`config.mk`:
```
export PLATFORM = sky130hd
export DESIGN_NAME = ppc_fetch_queue
export DESIGN_NICKNAME = d
export VERILOG_FILES = /design/src/rtl/ppc_fetch_queue.sv
export SDC_FILE = /design/constraint.sdc
export NUM_CORES = 2
export LEC_CHECK = 0
export ABC_AREA = 0
export CORE_ASPECT_RATIO = 0.9
export CORE_MARGIN = 3
export CORE_UTILIZATION = 58
export DETAILED_ROUTE_END_ITERATION = 10
export DONT_BUFFER_PORTS = 1
export GPL_ROUTABILITY_DRIVEN = 1
export PLACE_DENSITY = 0.77
export RECOVER_POWER = 50
export SLEW_MARGIN = 20
export SYNTH_ARGS = -nofsm -noshare
export SYNTH_HDL_FRONTEND = slang
export SYNTH_SLANG_ARGS = --single-unit
```
`constraint.sdc`:
```
create_clock -name clk -period 22.3 [get_ports clk]
set_input_delay 3.345 -clock clk [delete_from_list [all_inputs] [get_ports clk]]
set_output_delay 3.345 -clock clk [all_outputs]
set_load 0.02 [all_outputs]
```
`src/rtl/ppc_fetch_queue.sv`:
```
// Decoupled instruction prefetcher: issues doubleword reads, splits them into
// 32-bit instructions and queues them with their PCs for decode (MSB-first vectors).
module ppc_fetch_queue #(
  parameter int              DEPTH    = 4,
  parameter int              ADDR_W   = 64,
  parameter logic [ADDR_W-1:0] RESET_PC = {ADDR_W{1'b0}}
) (
  input  logic                   clk,
  input  logic                   reset,
  output logic                   memReadEn,
  output logic [ADDR_W-4:0]      memReadAddr,
  input  logic [63:0]            memReadData,
  output logic                   instValid,
  output logic [31:0]            inst,
  output logic [ADDR_W-1:0]      instPC,
  input  logic                   instReady,
  input  logic                   redirectEn,
  input  logic [ADDR_W-1:0]      redirectPC,
  output logic [$clog2(DEPTH):0] count
);

  localparam int PTR_W = $clog2(DEPTH);
  localparam int CNT_W = PTR_W + 1;
  localparam int SUM_W = CNT_W + 2;
  localparam logic [ADDR_W-4:0] DW_ONE = (ADDR_W-3)'(1'b1);

  logic [ADDR_W-1:0] r_fetch_pc;
  logic [ADDR_W-1:0] r_req_pc;
  logic              r_inflight;
  logic              r_epoch;
  logic              r_req_epoch;
  logic [PTR_W-1:0]  r_rd_ptr;
  logic [PTR_W-1:0]  r_wr_ptr;
  logic [CNT_W-1:0]  r_count;
  logic              r_valid;
  logic [31:0]       r_head_inst;
  logic [ADDR_W-1:0] r_head_pc;
  logic [31:0]       r_mem_inst [DEPTH];
  logic [ADDR_W-1:0] r_mem_pc   [DEPTH];

  logic [SUM_W-1:0]  w_need;
  logic              w_req;
  logic              w_resp;
  logic              w_upper;
  logic              w_pop;
  logic [1:0]        w_npush;
  logic [31:0]       w_push0_inst;
  logic [31:0]       w_push1_inst;
  logic [ADDR_W-1:0] w_push0_pc;
  logic [ADDR_W-1:0] w_push1_pc;
  logic [PTR_W-1:0]  w_wr_ptr1;
  logic [PTR_W-1:0]  w_wr_ptr_next;
  logic [PTR_W-1:0]  w_rd_ptr_next;
  logic [CNT_W-1:0]  w_count_next;
  logic [31:0]       w_head_inst_next;
  logic [ADDR_W-1:0] w_head_pc_next;
  logic              w_unused_redirect_lo;

  assign w_unused_redirect_lo = ^redirectPC[1:0];

  // Request gate: a read only issues when both slots it may fill are already free.
  always_comb begin
    w_need = {2'b00, r_count} + SUM_W'({r_inflight, 1'b0}) + SUM_W'(2'b10);
    w_req  = 1'b0;
    if (!reset && !redirectEn && (w_need <= SUM_W'(DEPTH))) begin
      w_req = 1'b1;
    end else begin
      w_req = 1'b0;
    end
  end

  // Response decode: upper-word requests push one instruction, aligned ones push two.
  always_comb begin
    w_upper      = r_req_pc[2];
    w_resp       = r_inflight & (r_req_epoch == r_epoch) & ~redirectEn;
    w_push0_pc   = r_req_pc;
    w_push1_pc   = {r_req_pc[ADDR_W-1:3], 3'b100};
    w_push1_inst = memReadData[31:0];
    w_push0_inst = memReadData[63:32];
    w_npush      = 2'd0;
    w_pop        = r_valid & instReady & ~redirectEn;
    if (w_upper) begin
      w_push0_inst = memReadData[31:0];
    end else begin
      w_push0_inst = memReadData[63:32];
    end
    if (!w_resp) begin
      w_npush = 2'd0;
    end else if (w_upper) begin
      w_npush = 2'd1;
    end else begin
      w_npush = 2'd2;
    end
  end

  // Queue bookkeeping and next head, including a head that is being written this cycle.
  always_comb begin
    w_wr_ptr1        = r_wr_ptr + PTR_W'(1'b1);
    w_wr_ptr_next    = r_wr_ptr + PTR_W'(w_npush);
    w_rd_ptr_next    = r_rd_ptr + PTR_W'(w_pop);
    w_count_next     = r_count + CNT_W'(w_npush) - CNT_W'(w_pop);
    w_head_inst_next = r_mem_inst[w_rd_ptr_next];
    w_head_pc_next   = r_mem_pc[w_rd_ptr_next];
    if ((w_npush != 2'd0) && (w_rd_ptr_next == r_wr_ptr)) begin
      w_head_inst_next = w_push0_inst;
      w_head_pc_next   = w_push0_pc;
    end else if ((w_npush == 2'd2) && (w_rd_ptr_next == w_wr_ptr1)) begin
      w_head_inst_next = w_push1_inst;
      w_head_pc_next   = w_push1_pc;
    end else begin
      w_head_inst_next = r_mem_inst[w_rd_ptr_next];
      w_head_pc_next   = r_mem_pc[w_rd_ptr_next];
    end
  end

  // Fetch state, pointers and registered head; redirect flushes and bumps the epoch.
  always_ff @(posedge clk or posedge reset) begin
    if (reset) begin
      r_fetch_pc  <= RESET_PC;
      r_req_pc    <= {ADDR_W{1'b0}};
      r_inflight  <= 1'b0;
      r_epoch     <= 1'b0;
      r_req_epoch <= 1'b0;
      r_rd_ptr    <= {PTR_W{1'b0}};
      r_wr_ptr    <= {PTR_W{1'b0}};
      r_count     <= {CNT_W{1'b0}};
      r_valid     <= 1'b0;
      r_head_inst <= 32'h0;
      r_head_pc   <= {ADDR_W{1'b0}};
    end else if (redirectEn) begin
      r_fetch_pc  <= {redirectPC[ADDR_W-1:2], 2'b00};
      r_inflight  <= 1'b0;
      r_epoch     <= ~r_epoch;
      r_rd_ptr    <= {PTR_W{1'b0}};
      r_wr_ptr    <= {PTR_W{1'b0}};
      r_count     <= {CNT_W{1'b0}};
      r_valid     <= 1'b0;
    end else begin
      r_inflight <= w_req;
      if (w_req) begin
        r_fetch_pc  <= {r_fetch_pc[ADDR_W-1:3] + DW_ONE, 3'b000};
        r_req_pc    <= r_fetch_pc;
        r_req_epoch <= r_epoch;
      end
      r_rd_ptr    <= w_rd_ptr_next;
      r_wr_ptr    <= w_wr_ptr_next;
      r_count     <= w_count_next;
      r_valid     <= (w_count_next != {CNT_W{1'b0}});
      r_head_inst <= w_head_inst_next;
      r_head_pc   <= w_head_pc_next;
    end
  end

  // Instruction/PC storage, written by up to two pushes per cycle.
  always_ff @(posedge clk or posedge reset) begin
    if (reset) begin
      for (int i = 0; i < DEPTH; i++) begin
        r_mem_inst[i] <= 32'h0;
        r_mem_pc[i]   <= {ADDR_W{1'b0}};
      end
    end else begin
      if (w_npush != 2'd0) begin
        r_mem_inst[r_wr_ptr] <= w_push0_inst;
        r_mem_pc[r_wr_ptr]   <= w_push0_pc;
      end
      if (w_npush == 2'd2) begin
        r_mem_inst[w_wr_ptr1] <= w_push1_inst;
        r_mem_pc[w_wr_ptr1]   <= w_push1_pc;
      end
    end
  end

  assign memReadEn   = w_req;
  assign memReadAddr = r_fetch_pc[ADDR_W-1:3];
  assign instValid   = r_valid;
  assign inst        = r_head_inst;
  assign instPC      = r_head_pc;
  assign count       = r_count;

endmodule

```
==> metrics.log <==
[metrics] Max-Slew Margin vs Limit: -3.83
[metrics] Comb power frac: 0.244
[metrics] slowest cell on the critical path: clkbuf_1
[metrics] critical path buffer and inverter count: 4
[metrics] maximum single-stage delay on the critical path: 5.15 ns
[metrics] pins over their slew limit: 519
[metrics] Post-CTS Setup Bufs: 0
[metrics] # nets final: 2719
[metrics] path type of the worst setup path: in -> async
[metrics] first-pass GRT wire length: 129000 um
[metrics] source-to-sink clock delay at the later pin of the worst-skew pair: 0.61 ns
[metrics] share of flip-flops with an asynchronous set or reset after synthesis: 1.00
[metrics] Die Y-Extent: 223 um
[metrics] post-DR wirelength/cell: 25.5 um
[metrics] power per unit of standard cell area: 123 nW/um^2
[metrics] Clock Path Buffers: 3
[metrics] worst vdd rail ir drop: 0.0728 mV
[metrics] max cap viols: 9
[metrics] gate family responsible for the most delay along the worst path: buffers and inverters
[metrics] count of routing violations after the opening detailed-route iteration: 2166
[metrics] final standard cell utilization of the core: 0.633
[metrics] total routing resource utilization after global routing: 0.301
[metrics] violations in the final reports: max-capacitance violations, max-slew violations
[metrics] data arrival time of the critical path: 11.39 ns
[metrics] part of the Yosys area used for sequential elements: 0.507
[metrics] PortBufs: 0
[metrics] top-area cell type share of the netlist area: 0.507
[metrics] mean instance size in the synthesized netlist: 11.0 sq um
[metrics] cell-internal power: 0.00263 W
[metrics] category of the worst setup path launch point: primary input
[metrics] final weighted congestion in routability-driven placement: 0.901
[metrics] result of the run: complete, but fails checks
[metrics] total net switching power: 0.00136 W
[metrics] full die area: 55100 sq um
[metrics] PostCTS Resize Cnt: 0
[metrics] Post-synth top flop: dfrtp_1
[metrics] area grow syn2layout: 6.43%
[metrics] crit-path cells: clkinvlp_2, buf_12, clkbuf_1, clkbuf_1
[metrics] via-per-instance ratio: 6.73
[metrics] Synth area leader: dfrtp_1
[metrics] layout cells sized above 1: 0.212
[metrics] sequential share of power: 0.481
[metrics] cts hold-fix bufs: 0
[metrics] capturing element type of the critical path: async pin
[metrics] leakage component of the power: 14.6 nW
[metrics] number of hold violations in the final report: 0
[metrics] Worst-Margin Slew: 7.25 ns
[metrics] DR vias: 22200
[metrics] Req. time, crit path: 21.20 ns
[metrics] unrepaired setup endpoints after global routing: no
[metrics] min setup slack post-route: 9.80 ns
[metrics] Core ar.: 51000 sq um
[metrics] TritonCTS sink count: 615
[metrics] Clock Skew: 0.0256 ns
[metrics] starting density of the core: 0.595
[metrics] die width: 247 um
[metrics] remaining antenna violation count after routing: 0
[metrics] largest fanout on the critical path: 197
[metrics] library cells used by synthesis: 58
[metrics] final critical path time including I/O delays and setup: 12.50 ns
[metrics] switching share of power: 0.340
[metrics] most used cell, CP: clkbuf_1
[metrics] number of antenna violations at the first check in global routing: 2
[metrics] Synth Net Count: 2906
[metrics] Inserted Clock Buffers: 66
[metrics] number of instances in the synthesized netlist: 2759
[metrics] drc violations: 0
[metrics] H-tree levels: 3
[metrics] count of flip-flops with a built-in enable after synthesis: 0
[metrics] highest achievable clock rate: 80.0 MHz
[metrics] clock-pin slew on the worst setup and hold paths: 0.06 ns
[metrics] pin count of the biggest net entering global routing: 290
[metrics] Hold Path Class: reg -> reg
[metrics] buffer type at the clock tree root: clkbuf_16
[metrics] ratio of final minimum period to clock period: 0.560
[metrics] Overflow after GRT: 0
[metrics] number of setup violations in the final report: 0
[metrics] top post-synthesis cells by area: dfrtp_1 51%, mux2_2 11%, mux4_2 7.1%
[metrics] post-synthesis sequential element count: 615
[metrics] count of boundary I/O pins: 294
[metrics] count of synthesis-stage warnings from yosys: 0
[metrics] TritonCTS clock tree: yes
[metrics] worst setup timing slack at the placement stage: 13.84 ns
[metrics] setup total negative slack: 0 ns
[metrics] post-detailed-placement half-perimeter wirelength: 49300 um
[metrics] Routed Wire Length: 84100 um
[metrics] site row count: 78
[metrics] Post-Synthesis Cell Area: 30400 sq um
[metrics] diode insertion count for antenna repair: 0
[metrics] part of the total power dissipated in the clock network: 0.275
[metrics] number of global-route vias before repair: 22300
[metrics] number of detailed-routing iterations run before antenna repair: 7
==> layout by cell type (no fill, tap or decap), drive strengths merged, types with 10 or more instances in the layout <==
cell type	Yosys	layout
a21oi	162	162
a22o	33	33
a22oi	58	58
a31oi	21	21
buf	128	26
clkbuf	165	105
clkinv	1	15
dfrtp	615	615
ha	14	14
inv	26	27
mux2	308	308
mux2i	71	71
mux4	96	96
nand2	415	415
nand3	36	36
nand4	27	27
nor2	113	113
nor3	14	14
nor4	10	10
o211ai	10	10
o21ai	182	182
o22ai	129	129
or3	16	16
or4	16	16
xnor2	18	18
xor2	19	19
==> worst register-to-register path: cells and delay by family, from the launching register on <==
family | cells | cell delay [ns]
AOI/OAI and AO/OA | 2 | 2.18
adders and majority gates | 2 | 0.45
buffers and inverters | 2 | 0.17
and+or+nand+nor | 3 | 1.70
DFF | 1 | 0.55
==> power groups by stage <==
stage                     clock, W  combinational (W)  sequential (W)
after CTS                  0.00111           0.000977         0.00191
after global placement           0           0.000922         0.00189
final                      0.00110           0.000970         0.00192
after detailed placement         0           0.000968         0.00193
after global routing       0.00116            0.00107         0.00196
after floorplan                  0           0.000842         0.00178
==> Yosys cell counts, types with 35 or more instances <==
| cell type | n |
|---|---|
| mux4_2 | 96 |
| o22ai_1 | 129 |
| o21ai_0 | 180 |
| buf_2 | 40 |
| nand3_1 | 35 |
| a21oi_1 | 161 |
| dfrtp_1 | 615 |
| mux2_2 | 306 |
| mux2i_1 | 71 |
| a22oi_1 | 58 |
| nor2_1 | 113 |
| nand2_1 | 415 |
| buf_4 | 61 |
| clkbuf_1 | 165 |
==> layer usage <==
metal | wire, um | global-route usage | share of wire
met2 | 39600 | 0.475 | 0.47
met5 | 14 | 0 | 0.00017
met1 | 33400 | 0.405 | 0.40
met4 | 3300 | 0.118 | 0.039
met3 | 7680 | 0.0738 | 0.091
==> cell families after synthesis <==
group / share of synthesized area
xor+xnor: 0.0122
fa+ha+maj: 0.00643
simple gates: 0.0970
buf+inv: 0.0488
flops: 0.507
compound gates: 0.120
mux: 0.209
==> final timing paths <==
check,slack (ns),from,to,cells past startpoint
min,0.49,r_fetch_pc[2]$_DFFE_PP0P_,r_req_pc[2]$_DFFE_PP0P_,2
max,9.80,reset,r_mem_inst[8]$_DFF_PP0_,4
min reg2reg,0.49,r_fetch_pc[2]$_DFFE_PP0P_,r_req_pc[2]$_DFFE_PP0P_,2
max reg2reg,17.16,count[1]$_DFF_PP0_,r_fetch_pc[57]$_DFFE_PP0P_,9
max in group clk,11.63,redirectEn,memReadEn,5
min in group asynchronous,2.95,reset,instPC[20]$_DFFE_PP0N_,2
==> layout make-up <==
cell class / instances / area (sq um)
clock inverters: 20 / 245
flip-flops and latches: 615 / 15400
inverters: 27 / 104
fillers: 3851 / 18700
repair buffers: 38 / 256
clock buffers: 93 / 1900
multi-input cells: 1824 / 13600
well taps: 680 / 851
==> registers in the layout, indices dropped and copies added, names as in the netlist <==
name	cells
r_mem_pc	256
r_mem_inst	128
instPC	64
r_fetch_pc	62
r_req_pc	62
inst	32
count	3
r_rd_ptr	2
r_wr_ptr	2
instValid	1
r_epoch	1
r_inflight	1
r_req_epoch	1
==> per-stage QoR <==
step | hold WS, ns | cell area [sq um] | power [W] | cells
after floorplan | 0.439 | 30400 | 0.00262 | 2759
after global placement | 0.465 | 30300 | 0.00282 | 3183
after detailed placement | 0.474 | 30300 | 0.00290 | 3183
after CTS | 0.486 | 32400 | 0.00400 | 3296
after global routing | 0.507 | 32300 | 0.00419 | 3297
final | 0.487 | 32300 | 0.00399 | 3297
No activity file was read; power rests on OpenSTA's default activity.
